==> src/rtl/alu_pkg.sv <==
// Shared definitions for the ALU command issuer: function codes,
// FSM state encoding and a small decode helper.
package alu_pkg;

  // Function codes understood by the arithmetic unit
  localparam logic [1:0] ALU_ADD = 2'b00;
  localparam logic [1:0] ALU_SUB = 2'b01;
  localparam logic [1:0] ALU_MUL = 2'b10;
  localparam logic [1:0] ALU_DIV = 2'b11;

  // Issuer sequencing states
  typedef enum logic [1:0] {
    ST_IDLE  = 2'd0,
    ST_ISSUE = 2'd1,
    ST_WAIT  = 2'd2,
    ST_RESP  = 2'd3
  } alu_state_e;

  // True when a command would divide by zero
  function automatic logic is_div_zero(input logic [1:0] func, input logic b_is_zero);
    return (func == ALU_DIV) && b_is_zero;
  endfunction

endpackage

==> src/rtl/alu_timeout_counter.sv <==
// Clear/increment wait timer for the ALU command issuer.
// `expired` is high while the count sits at TIMEOUT-1, i.e. on the last
// permitted wait cycle.
module alu_timeout_counter #(
  parameter int TIMEOUT   = 4,
  parameter int CNT_WIDTH = $clog2(TIMEOUT) + 1
) (
  input  logic CLK,
  input  logic RST,
  input  logic clear,
  input  logic inc,
  output logic expired
);

  logic [CNT_WIDTH-1:0] count_reg;
  logic [CNT_WIDTH-1:0] count_next;

  // Clear wins over increment; otherwise hold
  always_comb begin
    count_next = count_reg;
    if (clear) begin
      count_next = '0;
    end else if (inc) begin
      count_next = count_reg + 1'b1;
    end
  end

  // Count register with synchronous active-low reset
  always_ff @(posedge CLK) begin
    if (!RST) begin
      count_reg <= '0;
    end else begin
      count_reg <= count_next;
    end
  end

  assign expired = (count_reg == CNT_WIDTH'(TIMEOUT - 1));

endmodule

==> src/rtl/alu_cmd_issuer.sv <==
// Command initiator for the arithmetic unit. Accepts one operand pair over
// a valid/ready channel, pulses Arith_enable for one cycle, captures the
// ALU result when Arith_Flag returns (or times out), and presents it on a
// valid/ready response channel with backpressure. All outputs registered.
// Optional feature macro: ALU_DIV_ZERO_CHECK_EN (short-circuits DIV by zero
// to an immediate error response without touching the ALU).
module alu_cmd_issuer #(
  parameter int IN_DATA_WIDTH  = 16,
  parameter int OUT_DATA_WIDTH = 32,
  parameter int TIMEOUT        = 4
) (
  input  logic                      CLK,
  input  logic                      RST,
  input  logic                      CMD_VALID,
  output logic                      CMD_READY,
  input  logic [IN_DATA_WIDTH-1:0]  CMD_A,
  input  logic [IN_DATA_WIDTH-1:0]  CMD_B,
  input  logic [1:0]                CMD_FUNC,
  output logic [IN_DATA_WIDTH-1:0]  ALU_A,
  output logic [IN_DATA_WIDTH-1:0]  ALU_B,
  output logic [1:0]                ALU_FUNC,
  output logic                      Arith_enable,
  input  logic [OUT_DATA_WIDTH-1:0] Arith_OUT,
  input  logic                      Carry_OUT,
  input  logic                      Arith_Flag,
  output logic                      RSP_VALID,
  input  logic                      RSP_READY,
  output logic [OUT_DATA_WIDTH-1:0] RSP_DATA,
  output logic                      RSP_CARRY,
  output logic                      RSP_ERR
);

  import alu_pkg::*;

  localparam int TIMER_W = $clog2(TIMEOUT) + 1;

  alu_state_e                state_reg, state_next;
  logic                      cmd_ready_reg, cmd_ready_next;
  logic [IN_DATA_WIDTH-1:0]  alu_a_reg, alu_a_next;
  logic [IN_DATA_WIDTH-1:0]  alu_b_reg, alu_b_next;
  logic [1:0]                alu_func_reg, alu_func_next;
  logic                      arith_enable_reg, arith_enable_next;
  logic                      rsp_valid_reg, rsp_valid_next;
  logic [OUT_DATA_WIDTH-1:0] rsp_data_reg, rsp_data_next;
  logic                      rsp_carry_reg, rsp_carry_next;
  logic                      rsp_err_reg, rsp_err_next;

  logic timer_clear;
  logic timer_inc;
  logic timer_expired;
  logic div_zero_hit;

`ifdef ALU_DIV_ZERO_CHECK_EN
  assign div_zero_hit = is_div_zero(CMD_FUNC, (CMD_B == '0));
`else
  assign div_zero_hit = 1'b0;
`endif

  alu_timeout_counter #(
    .TIMEOUT   (TIMEOUT),
    .CNT_WIDTH (TIMER_W)
  ) u_timer (
    .CLK     (CLK),
    .RST     (RST),
    .clear   (timer_clear),
    .inc     (timer_inc),
    .expired (timer_expired)
  );

  // Next-state and next-output decode; every register holds by default
  always_comb begin
    state_next        = state_reg;
    cmd_ready_next    = cmd_ready_reg;
    alu_a_next        = alu_a_reg;
    alu_b_next        = alu_b_reg;
    alu_func_next     = alu_func_reg;
    arith_enable_next = 1'b0;
    rsp_valid_next    = rsp_valid_reg;
    rsp_data_next     = rsp_data_reg;
    rsp_carry_next    = rsp_carry_reg;
    rsp_err_next      = rsp_err_reg;
    timer_clear       = 1'b0;
    timer_inc         = 1'b0;

    case (state_reg)
      ST_IDLE: begin
        cmd_ready_next = 1'b1;
        if (CMD_VALID && cmd_ready_reg) begin
          alu_a_next     = CMD_A;
          alu_b_next     = CMD_B;
          alu_func_next  = CMD_FUNC;
          cmd_ready_next = 1'b0;
          if (div_zero_hit) begin
            // Never bother the ALU; answer with an error right away
            state_next     = ST_RESP;
            rsp_valid_next = 1'b1;
            rsp_data_next  = '1;
            rsp_carry_next = 1'b0;
            rsp_err_next   = 1'b1;
          end else begin
            state_next        = ST_ISSUE;
            arith_enable_next = 1'b0;
          end
        end
      end

      ST_ISSUE: begin
        // Enable is high during this state; drop it and start timing
        timer_clear = 1'b1;
        state_next  = ST_WAIT;
      end

      ST_WAIT: begin
        if (Arith_Flag) begin
          rsp_data_next  = Arith_OUT;
          rsp_carry_next = Carry_OUT;
          rsp_err_next   = 1'b0;
          rsp_valid_next = 1'b1;
          state_next     = ST_RESP;
        end else if (timer_expired) begin
          rsp_data_next  = '0;
          rsp_carry_next = 1'b0;
          rsp_err_next   = 1'b1;
          rsp_valid_next = 1'b1;
          state_next     = ST_RESP;
        end else begin
          timer_inc = 1'b1;
        end
      end

      ST_RESP: begin
        if (RSP_READY) begin
          rsp_valid_next = 1'b0;
          cmd_ready_next = 1'b1;
          state_next     = ST_IDLE;
        end
      end

      default: begin
        state_next = ST_IDLE;
      end
    endcase

    // Enable is registered, so it is launched on the accept edge itself
    if ((state_reg == ST_IDLE) && CMD_VALID && cmd_ready_reg && !div_zero_hit) begin
      arith_enable_next = 1'b1;
    end
  end

  // State and output registers with synchronous active-low reset
  always_ff @(posedge CLK) begin
    if (!RST) begin
      state_reg        <= ST_IDLE;
      cmd_ready_reg    <= 1'b0;
      alu_a_reg        <= '0;
      alu_b_reg        <= '0;
      alu_func_reg     <= '0;
      arith_enable_reg <= 1'b0;
      rsp_valid_reg    <= 1'b0;
      rsp_data_reg     <= '0;
      rsp_carry_reg    <= 1'b0;
      rsp_err_reg      <= 1'b0;
    end else begin
      state_reg        <= state_next;
      cmd_ready_reg    <= cmd_ready_next;
      alu_a_reg        <= alu_a_next;
      alu_b_reg        <= alu_b_next;
      alu_func_reg     <= alu_func_next;
      arith_enable_reg <= arith_enable_next;
      rsp_valid_reg    <= rsp_valid_next;
      rsp_data_reg     <= rsp_data_next;
      rsp_carry_reg    <= rsp_carry_next;
      rsp_err_reg      <= rsp_err_next;
    end
  end

  assign CMD_READY    = cmd_ready_reg;
  assign ALU_A        = alu_a_reg;
  assign ALU_B        = alu_b_reg;
  assign ALU_FUNC     = alu_func_reg;
  assign Arith_enable = arith_enable_reg;
  assign RSP_VALID    = rsp_valid_reg;
  assign RSP_DATA     = rsp_data_reg;
  assign RSP_CARRY    = rsp_carry_reg;
  assign RSP_ERR      = rsp_err_reg;

endmodule

==> config.mk <==
export PLATFORM = sky130hd
export DESIGN_NAME = alu_cmd_issuer
export DESIGN_NICKNAME = d
export VERILOG_FILES = /design/src/rtl/alu_pkg.sv /design/src/rtl/alu_timeout_counter.sv /design/src/rtl/alu_cmd_issuer.sv
export SDC_FILE = /design/constraint.sdc
export NUM_CORES = 1
export LEC_CHECK = 0
export ABC_AREA = 1
export CORE_MARGIN = 1.5
export CORE_UTILIZATION = 44
export DETAILED_ROUTE_END_ITERATION = 8
export PLACE_DENSITY = 0.89
export SETUP_SLACK_MARGIN = 0.1
export SYNTH_ARGS = -nofsm -noshare
export SYNTH_HDL_FRONTEND = slang
export SYNTH_HIERARCHICAL = 1
export SYNTH_SLANG_ARGS = --single-unit
==> constraint.sdc <==
create_clock -name CLK -period 2.3 [get_ports CLK]
set_input_delay 0.46 -clock CLK [delete_from_list [all_inputs] [get_ports CLK]]
set_output_delay 0.46 -clock CLK [all_outputs]
set_load 0.02 [all_outputs]
==> reports/results.ini, run 1 <==
[global_route]
antenna_found_initial = 0
grt_usage_pct = 21.1
grt_max_degree = 69
grt-ovfl-total = 0
grt_pass1_vias = 2632
grt_pass1_wl_um = 12300

[cells_and_area]
drive_above_1_share_pct = 8.70
final_nets = 581
antennaDiodeCount = 0
largest_reg_flops = 32
area_growth_pct = 53.3

[detailed_routing]
drc = 0
via_per_inst = 4.91
first_pass_iters = 4
drt-wirelength-per-cell_um = 13.6
drt_iter0_markers = 93
totalWireLength_um = 7980
drtAntennaViolNets = 0
num_vias = 2879

[power]
swShare_pct = 33.2
intPower_uw = 2920
switchingPower_uw = 1450
p_per_area_nw_per_um2 = 938
clockPowerShare_pct = 25.3
ir_drop_mv = 0.622
comb_power_share_pct = 35.3
p_leak_uw = 0.00168
p_total_uw = 4360
power_frac_seq_pct = 39.4

[yosys]
syn_area_um2 = 3040
synth_cells = 368
synth.area.mux_share_pct = 0
synth_fp_nets = 448
ys_types = 24
synth_top_family_by_area = compound AO/OA/AOI/OAI gates
synth_compound_area_share_pct = 19.2
synth-seq-cells = 76
ys_seq_area_share_pct = 50.1
synth_simple_gate_area_share_pct = 16.0
yosysWarnings = 6
synth_adder_area_share_pct = 3.30
synthXorXnorAreaFrac_pct = 0
avgSynthCellArea_um2 = 8.25

[floorplanning]
chipHeight_um = 86.1
pin_count = 143
fp.dieW_um = 86.1
num_rows = 30
core_area_um2 = 6720
die_area_um2 = 7410
initial_utilization_pct = 45.2

[timing]
fmax_ghz = 0.542
timing.clock.skew_ns = 0.00931
hold_viol_final = 0
grt_setup_unrepaired = false
worst_pin_slew_ns = 0.591
setup_viol = 0
layout_min_cycle_time_ns = 1.84
setup_tns_ns = 0
slew_headroom_pct = 60.5
fin_crit_sh_pct = 80.2
drv_slew = 0

[setup_path]
crit_fanout = 4
cp_data_required_time_ns = 1.84
worst-setup-path-type = reg -> out
slowest_delay_ns = 0.65
cp_cell_sequence = clkdlybuf4s50_1
cp_num_buf_inv = 1
cp.arrival_ns = 1.38
r2r_setup_slack_ns = 0.50
start_kind = flop
cp-end-kind = output port
critical_path.top_delay_family = buffers and inverters
cp_slowest_cell = clkdlybuf4s50_1

[cts]
clkSinkCount = 76
cts.path.max_buffers = 2
cts_hold_buf = 0
cts-root-buf = clkbuf_8
cts_tree = yes
numCtsBuffers = 9
clock_latency_ns = 0.34
htree_num_levels = 3
clk_pin_slew_ns = 0.07
postCtsSetupRepairBufs = 0
cts_resized = 0

[job]
drv_cap = 0

[min_path]
hold_class = reg -> reg

[placed_design]
place_hpwl_um = 5710
portBuffers = 142
globalplace.congestion = 0.747

[run_status]
status = completed

-- power by group through the flow --
stage	logic (uW)	clock network, uW	registers (uW)
after floorplan	611	0	2000
after global placement	1500	0	1730
after detailed placement	1540	0	1750
after CTS	1550	1120	1720
after global routing	1670	1180	1750
final	1540	1100	1720
-- final cells by class --
cell class                      count  area (um2)
Timing Repair Buffer              146        1460
Sequential cell                    76        1520
Clock buffer                       12         145
Multi-Input combinational cell    221        1170
Fill cell                         522        2070
Inverter                           47         181
Tap cell                           80         100
Clock inverter                      4        72.6
-- metal layers --
metal	global-route usage [%]	part of all wire, %
met5	0	0
met4	7.04	1.4
met3	9.34	12
met2	35.0	47
met1	24.4	40
-- synthesized netlist by cell type --
library cell	count	area (um2)
a21oi_1	60	300
a21oi_2	10	87.6
buf_2	8	40.0
buf_4	4	30.0
buf_6	5	56.3
buf_8	1	15.0
clkbuf_1	6	22.5
clkinv_1	1	3.75
dfxtp_1	76	1520
ha_1	8	100
inv_1	44	165
inv_2	1	3.75
inv_6	1	8.76
nand2_1	40	150
nand2_2	11	68.8
nand2_4	1	11.3
nand3_1	34	170
nand3_2	1	10.0
nand4_1	2	12.5
nor2_1	11	41.3
nor2_2	1	6.26
nor3_1	3	15.0
o21ai_0	36	180
o21ai_1	3	15.0
-- per-stage QoR --
step | hold WS [ns] | util [%] | worst slack [ns] | cells | cell area [um2]
3_3_place_gp | 0.430 | 66.0 | 0.581 | 570 | 4440
3_5_place_dp | 0.438 | 66.0 | 0.518 | 570 | 4440
5_1_grt | 0.455 | 69.3 | 0.351 | 586 | 4650
6_report | 0.444 | 69.3 | 0.456 | 586 | 4650
4_1_cts | 0.447 | 69.3 | 0.433 | 586 | 4650
2_1_floorplan | 0.443 | - | 0.966 | 368 | 3040
-- kinds of logic after synthesis --
family	after synthesis
AOI/OAI and AO/OA	109
and+or+nand+nor	104
DFF	76
buffers and inverters	71
adders and majority gates	8
-- path summary, 6_finish.rpt --
path | startpoint | endpoint | cells after the start
setup / recovery | CMD_READY | CMD_READY | 1
hold / removal | ALU_B[3] | ALU_B[3] | 2
setup reg to reg | state_reg[0] | RSP_DATA[21] | 5
hold reg to reg | ALU_B[3] | ALU_B[3] | 2
-- placed cells by master, fill, tap and decap left out, types with 8 or more instances in the layout --
master and instances:
a21oi_1 60, inv_1 44, o21ai_0 36, nand2_1 40, dfxtp_1 76, clkdlybuf4s50_1 142
a21oi_2 10, ha_1 8, nand3_1 34, nand2_2 11, clkbuf_8 10, nor2_1 11
Note: power is estimated with default switching activity, not from simulation.
==> run 2, diff against run 1 <==
Settings changed: CORE_UTILIZATION 44 to 41, PLACE_DENSITY 0.89 to 0.84.
Clock period 2.3 ns to 1.9 ns, I/O delays scaled along.
==> run 2 against run 1 <==
  * Critical path depth did not move
  * Routed wire length rose by 1.2%
  * Setup slack got worse by 0.30 ns
  * Die area rose by 7.1%
  * Non-clock buffer count rose by 3
  * Flip-flop and latch count did not move
  * Sequential share of layout area fell by 0.41 points
  * Clock power rose by 15%
  * Critical endpoint unchanged
  * Highest routed layer unchanged
==> reports/results.ini, run 2 (synthesized netlist as in run 1, its figures left out) <==
[power]
ir_drop_mv = 0.651  ; +4.7%
comb_power_share_pct = 36.3  ; +1.0 points
swShare_pct = 34.5  ; +1.3 points
clockPowerShare_pct = 24.1  ; -1.2 points
power_frac_seq_pct = 39.6  ; +0.2 points
switchingPower_uw = 1800  ; +25%
p_leak_uw = 0.00171  ; +1.7%
intPower_uw = 3420  ; +17%
p_per_area_nw_per_um2 = 1110  ; +18%

[detailed_routing]
via_per_inst = 4.91  ; -0.14%
first_pass_iters = 4  ; unchanged
drt_iter0_markers = 115  ; +24%
num_vias = 2983  ; +3.6%
totalWireLength_um = 8080  ; +1.2%
drtAntennaViolNets = 0  ; unchanged
drt-wirelength-per-cell_um = 13.3  ; -2.5%
drc = 0  ; unchanged

[run_status]
status = completed

[cells_and_area]
final_common_cell = clkdlybuf4s50_1
layout_common_cells = clkdlybuf4s50_1 (142), dfxtp_1 (76), a21oi_1 (60)
largest_reg_flops = 32  ; unchanged
drive_above_1_share_pct = 9.63  ; +0.93 points
instances_no_fill = 608  ; +3.8%
antennaDiodeCount = 0  ; unchanged
area_growth_pct = 55.2
final_nets = 584  ; +0.52%

[cts]
clkSinkCount = 76  ; unchanged
clock_latency_ns = 0.34  ; about the same
cts_tree = yes
numCtsBuffers = 9  ; unchanged
clk_pin_slew_ns = 0.08  ; about the same
htree_num_levels = 3  ; unchanged
cts.path.max_buffers = 2  ; unchanged
cts-root-buf = clkbuf_8

[timing]
drv_slew = 0  ; unchanged
setup_viol = 0  ; unchanged
fmax_ghz = 0.575
timing.clock.skew_ns = 0.0106  ; +0.00129 ns
worst_pin_slew_ns = 0.377  ; -0.215 ns
fin_crit_sh_pct = 91.5
grt_setup_unrepaired = false
slew_headroom_pct = 74.7  ; +14 points
hold_viol_final = 0  ; unchanged
layout_min_cycle_time_ns = 1.74
setup_tns_ns = 0  ; unchanged

[setup_path]
crit_fanout = 4  ; unchanged
r2r_setup_slack_ns = 0.24  ; -0.26 ns
cp.arrival_ns = 1.36  ; -0.02 ns
regToRegEndpoint = RSP_DATA[2]
r2r_start = state_reg[0]
cp_slowest_cell = clkdlybuf4s50_1
slowest_delay_ns = 0.64  ; about the same
critical_path.top_delay_family = buffers and inverters
cp-end-kind = output port
cp_num_buf_inv = 1  ; unchanged
cp_data_required_time_ns = 1.52  ; -0.32 ns
worst-setup-path-type = reg -> out
cp_cell_sequence = clkdlybuf4s50_1
start_kind = flop
worst-r2r-cell-count = 6  ; +1

[floorplanning]
num_rows = 31  ; +3.3%
core_area_um2 = 7210  ; +7.4%
initial_utilization_pct = 42.1  ; -3.1 points
die_area_um2 = 7930  ; +7.1%
chipHeight_um = 89.0  ; +3.5%
pin_count = 143  ; unchanged
fp.dieW_um = 89.0  ; +3.5%

[global_route]
grt_max_degree = 69  ; unchanged
grt_usage_pct = 19.8  ; -1.3 points
grt_pass1_vias = 2790  ; +6.0%
antenna_found_initial = 0  ; unchanged
grt-ovfl-total = 0  ; unchanged
grt_pass1_wl_um = 12100  ; -1.3%

[job]
drv_cap = 0  ; unchanged

[placed_design]
globalplace.congestion = 0.841  ; +13%
place_hpwl_um = 5830  ; +2.0%
portBuffers = 142  ; unchanged
dp_cells = 592  ; +3.9%

[min_path]
hold_end = ALU_B[5]
hold_path.startpoint = ALU_B[5]
hold_class = reg -> reg
min_delay_path_depth = 2  ; unchanged

[run 2: timing repair]
item | CTS | global route
setup buffers | 0 | 0
resized for setup | 0 | 2
setup endpoints to repair | 0 | 32
hold buffers | 0 | 0
[run 2: layout make-up]
type / instances / area, um2
clock buffers: 10 / 138
clock inverters: 6 / 71.3
fillers: 595 / 2500
inverters: 47 / 181
multi-input cells: 221 / 1170
flip-flops and latches: 76 / 1520
well taps: 99 / 124
repair buffers: 149 / 1500
[run 2: worst max path at each step]
stage / start / end / slack [ns] / cells past startpoint
floorplan: u_timer/count_reg[0] / state_reg[0] / 0.57 / 6
global placement: RST / RSP_DATA[27] / 0.20 / 4
detailed placement: Arith_Flag / RSP_DATA[30] / 0.15 / 5
CTS: CMD_READY / CMD_READY / 0.14 / 1
global route: state_reg[0] / RSP_DATA[10] / 0.11 / 6
finish: CMD_READY / CMD_READY / 0.16 / 1
[run 2: tightest hold or removal path, cell delays in order (launching register included)]
cell and delay (ns):
dfxtp_1 0.31, inv_1 0.04, a21oi_1 0.04
[run 2: per-stage QoR]
stage	setup WS [ns]	instance area [um2]	power (uW)	hold WS, ns	utilization (%)
2_1_floorplan	0.566	3040	3160	0.443	-
3_3_place_gp	0.199	4490	3920	0.430	62.3
5_1_grt	0.106	4710	5540	0.462	65.3
4_1_cts	0.139	4700	5270	0.446	65.2
6_report	0.161	4710	5230	0.443	65.3
3_5_place_dp	0.151	4490	3980	0.435	62.3
[run 2: routing by layer]
metal  global-route usage [%]  part of all wire [%]
met1                     21.5                    39
met2                     33.7                    47
met3                     8.77                    13
met4                     8.25                   1.6
met5                        0                     0
[run 2: power groups by stage]
stage | Clock, uW | Sequential (uW) | Combinational, uW
after detailed placement | 0 | 2100 | 1880
after global placement | 0 | 2090 | 1830
final | 1260 | 2070 | 1900
after global routing | 1370 | 2100 | 2070
after floorplan | 0 | 2420 | 740
after CTS | 1300 | 2070 | 1900
==> run 3, diff against run 2 <==
Settings changed: CORE_UTILIZATION 41 to 37, PLACE_DENSITY 0.84 to 0.8.
Clock period 1.9 ns to 1.6 ns, I/O delays scaled along.
==> run 3 against run 2 <==
  * Utilization is 4.6 points lower
  * Count of clock-buffer cells in the layout stayed put
  * Final cell count is 0.82% higher
  * Global-route usage is 1.8 points lower
  * Total power is 24% higher
  * Clock power is 55% higher
  * Sequential power is 18% higher
  * Critical path type is now reg -> reg
  * Critical endpoint is now RSP_DATA[14]
==> reports/results.ini, run 3 (synthesized netlist as in run 1, its figures left out) <==
[detailed_routing]
totalWireLength_um = 8240  ; +2.1%
via_per_inst = 4.88  ; -0.55%
drt_iter0_markers = 99  ; -14%
drc = 0  ; unchanged
first_pass_iters = 4  ; unchanged
drtAntennaViolNets = 0  ; unchanged
drt-wirelength-per-cell_um = 13.4  ; +1.2%
num_vias = 2991  ; +0.27%

[timing]
layout_min_cycle_time_ns = 1.39
worst_pin_slew_ns = 0.274  ; -0.103 ns
fin_crit_sh_pct = 86.7
setup_viol = 0  ; unchanged
grt_setup_unrepaired = true
setup_ws_ns = 0.213  ; +0.0526 ns
timing.clock.skew_ns = 0.00704  ; -0.00356 ns
drv_slew = 0  ; unchanged
fmax_ghz = 0.721
setup_tns_ns = 0  ; unchanged
hold_viol_final = 0  ; unchanged
slew_headroom_pct = 81.7  ; +7.0 points

[min_path]
hold_class = reg -> reg

[setup_path]
cp_data_required_time_ns = 1.87  ; +0.35 ns
r2r_start = u_timer/count_reg[0]
regToRegEndpoint = RSP_DATA[14]
crit_end = RSP_DATA[14]
cp-end-kind = flop
crit_fanout = 33  ; +29
start_kind = flop
startpoint = u_timer/count_reg[0]
r2r_setup_slack_ns = 0.21  ; -0.03 ns
cp.arrival_ns = 1.66  ; +0.30 ns
worst-r2r-cell-count = 6  ; unchanged
worst-setup-path-type = reg -> reg

[power]
ir_drop_mv = 0.763  ; +17%
p_per_area_nw_per_um2 = 1360  ; +23%
p_leak_uw = 0.00207  ; +21%

[cells_and_area]
final_common_cell = dfxtp_1
instances_no_fill = 613  ; +0.82%
layout_common_cells = dfxtp_1 (75), clkdlybuf4s50_1 (71), dlygate4sd2_1 (71)
drive_above_1_share_pct = 10.4  ; +0.75 points
register_area_um2 = 1520  ; about the same
filler_cell_count = 692  ; +16%
largest_reg_flops = 32  ; unchanged
final_area_um2 = 4770  ; +1.1%
final_nets = 586  ; +0.34%
antennaDiodeCount = 0  ; unchanged
multi_input_area_um2 = 1180  ; +0.64%
area_growth_pct = 57.0

[cts]
clk_pin_slew_ns = 0.08  ; about the same
clkSinkCount = 76  ; unchanged
htree_num_levels = 3  ; unchanged
numCtsBuffers = 9  ; unchanged
cts-root-buf = clkbuf_8
postCtsSetupRepairBufs = 0  ; unchanged
cts_hold_buf = 0  ; unchanged
clock_latency_ns = 0.34  ; about the same
cts_tree = yes
cts.path.max_buffers = 2  ; unchanged

[placed_design]
dpl_cell_area_um2 = 4540  ; +1.1%
globalplace.congestion = 0.754  ; -10%
place_hpwl_um = 5730  ; -1.6%
place_ws_ns = 0.0758  ; -0.0752 ns
portBuffers = 142  ; unchanged
dp_cells = 596  ; +0.68%

[global_route]
antenna_found_initial = 0  ; unchanged
grt_pass1_vias = 2772  ; -0.65%
grt_max_degree = 69  ; unchanged
grt_pass1_wl_um = 12600  ; +3.6%
grt_usage_pct = 18.0  ; -1.8 points
grt-ovfl-total = 0  ; unchanged

[run_status]
status = completed

[floorplanning]
die_area_um2 = 8760  ; +10%
chipHeight_um = 93.6  ; +5.1%
core_area_um2 = 7850  ; +8.8%
num_rows = 32  ; +3.2%
pin_count = 143  ; unchanged
initial_utilization_pct = 38.7  ; -3.4 points
fp.dieW_um = 93.6  ; +5.1%

[job]
drv_cap = 0  ; unchanged

run 3: layout make-up:
type	instances	area share, %
clock buffers	10	2.89
well taps	102	2.68
repair buffers	151	31.1
flip-flops and latches	76	32.0
multi-input cells	221	24.8
inverters	47	3.81
clock inverters	6	2.84
run 3: per-stage QoR:
stage	total power (uW)	hold WS (ns)	util, %
2_1_floorplan	3750	0.443	-
3_3_place_gp	4700	0.429	57.9
3_5_place_dp	4760	0.434	57.9
4_1_cts	6490	0.444	60.3
5_1_grt	6860	0.461	60.7
6_report	6490	0.441	60.7
run 3: metal layers:
metal  GRT usage [%]  vias to the layer above  wire length [um]
met5               0                        -                 0
met4            6.97                        0               110
met3            7.32                       10              1010
met2            29.3                      147              3630
met1            21.1                     1361              3490
li1                -                     1473                 -
run 3: how the worst min path moves through the flow:
stage,from,end,slack (ns),cells after the start
finish,ALU_FUNC[0],ALU_FUNC[0],0.44,2
global route,ALU_A[7],ALU_A[7],0.46,2
CTS,ALU_FUNC[0],ALU_FUNC[0],0.44,2
detailed placement,ALU_FUNC[0],ALU_FUNC[0],0.43,2
global placement,ALU_B[11],ALU_B[11],0.43,2
floorplan,u_timer/count_reg[1],u_timer/count_reg[1],0.44,2
run 3: what timing repair did:
item,CTS,global route
gates cloned,0,1
hold endpoints to repair,0,0
resized for setup,72,5
setup endpoints to repair,72,38
run 3: worst max-delay path, cell delays in order (launching register included):
cell	delay [ns]
dfxtp_1	0.33
ha_1	0.20
ha_1	0.24
nand2_2	0.10
buf_12	0.18
nand3_1	0.13
a21oi_2	0.12
run 3: power by group:
part	internal, uW	switching, uW
sequential	2250	191
combinational	880	1230
clock	1240	709
total	4370	2130
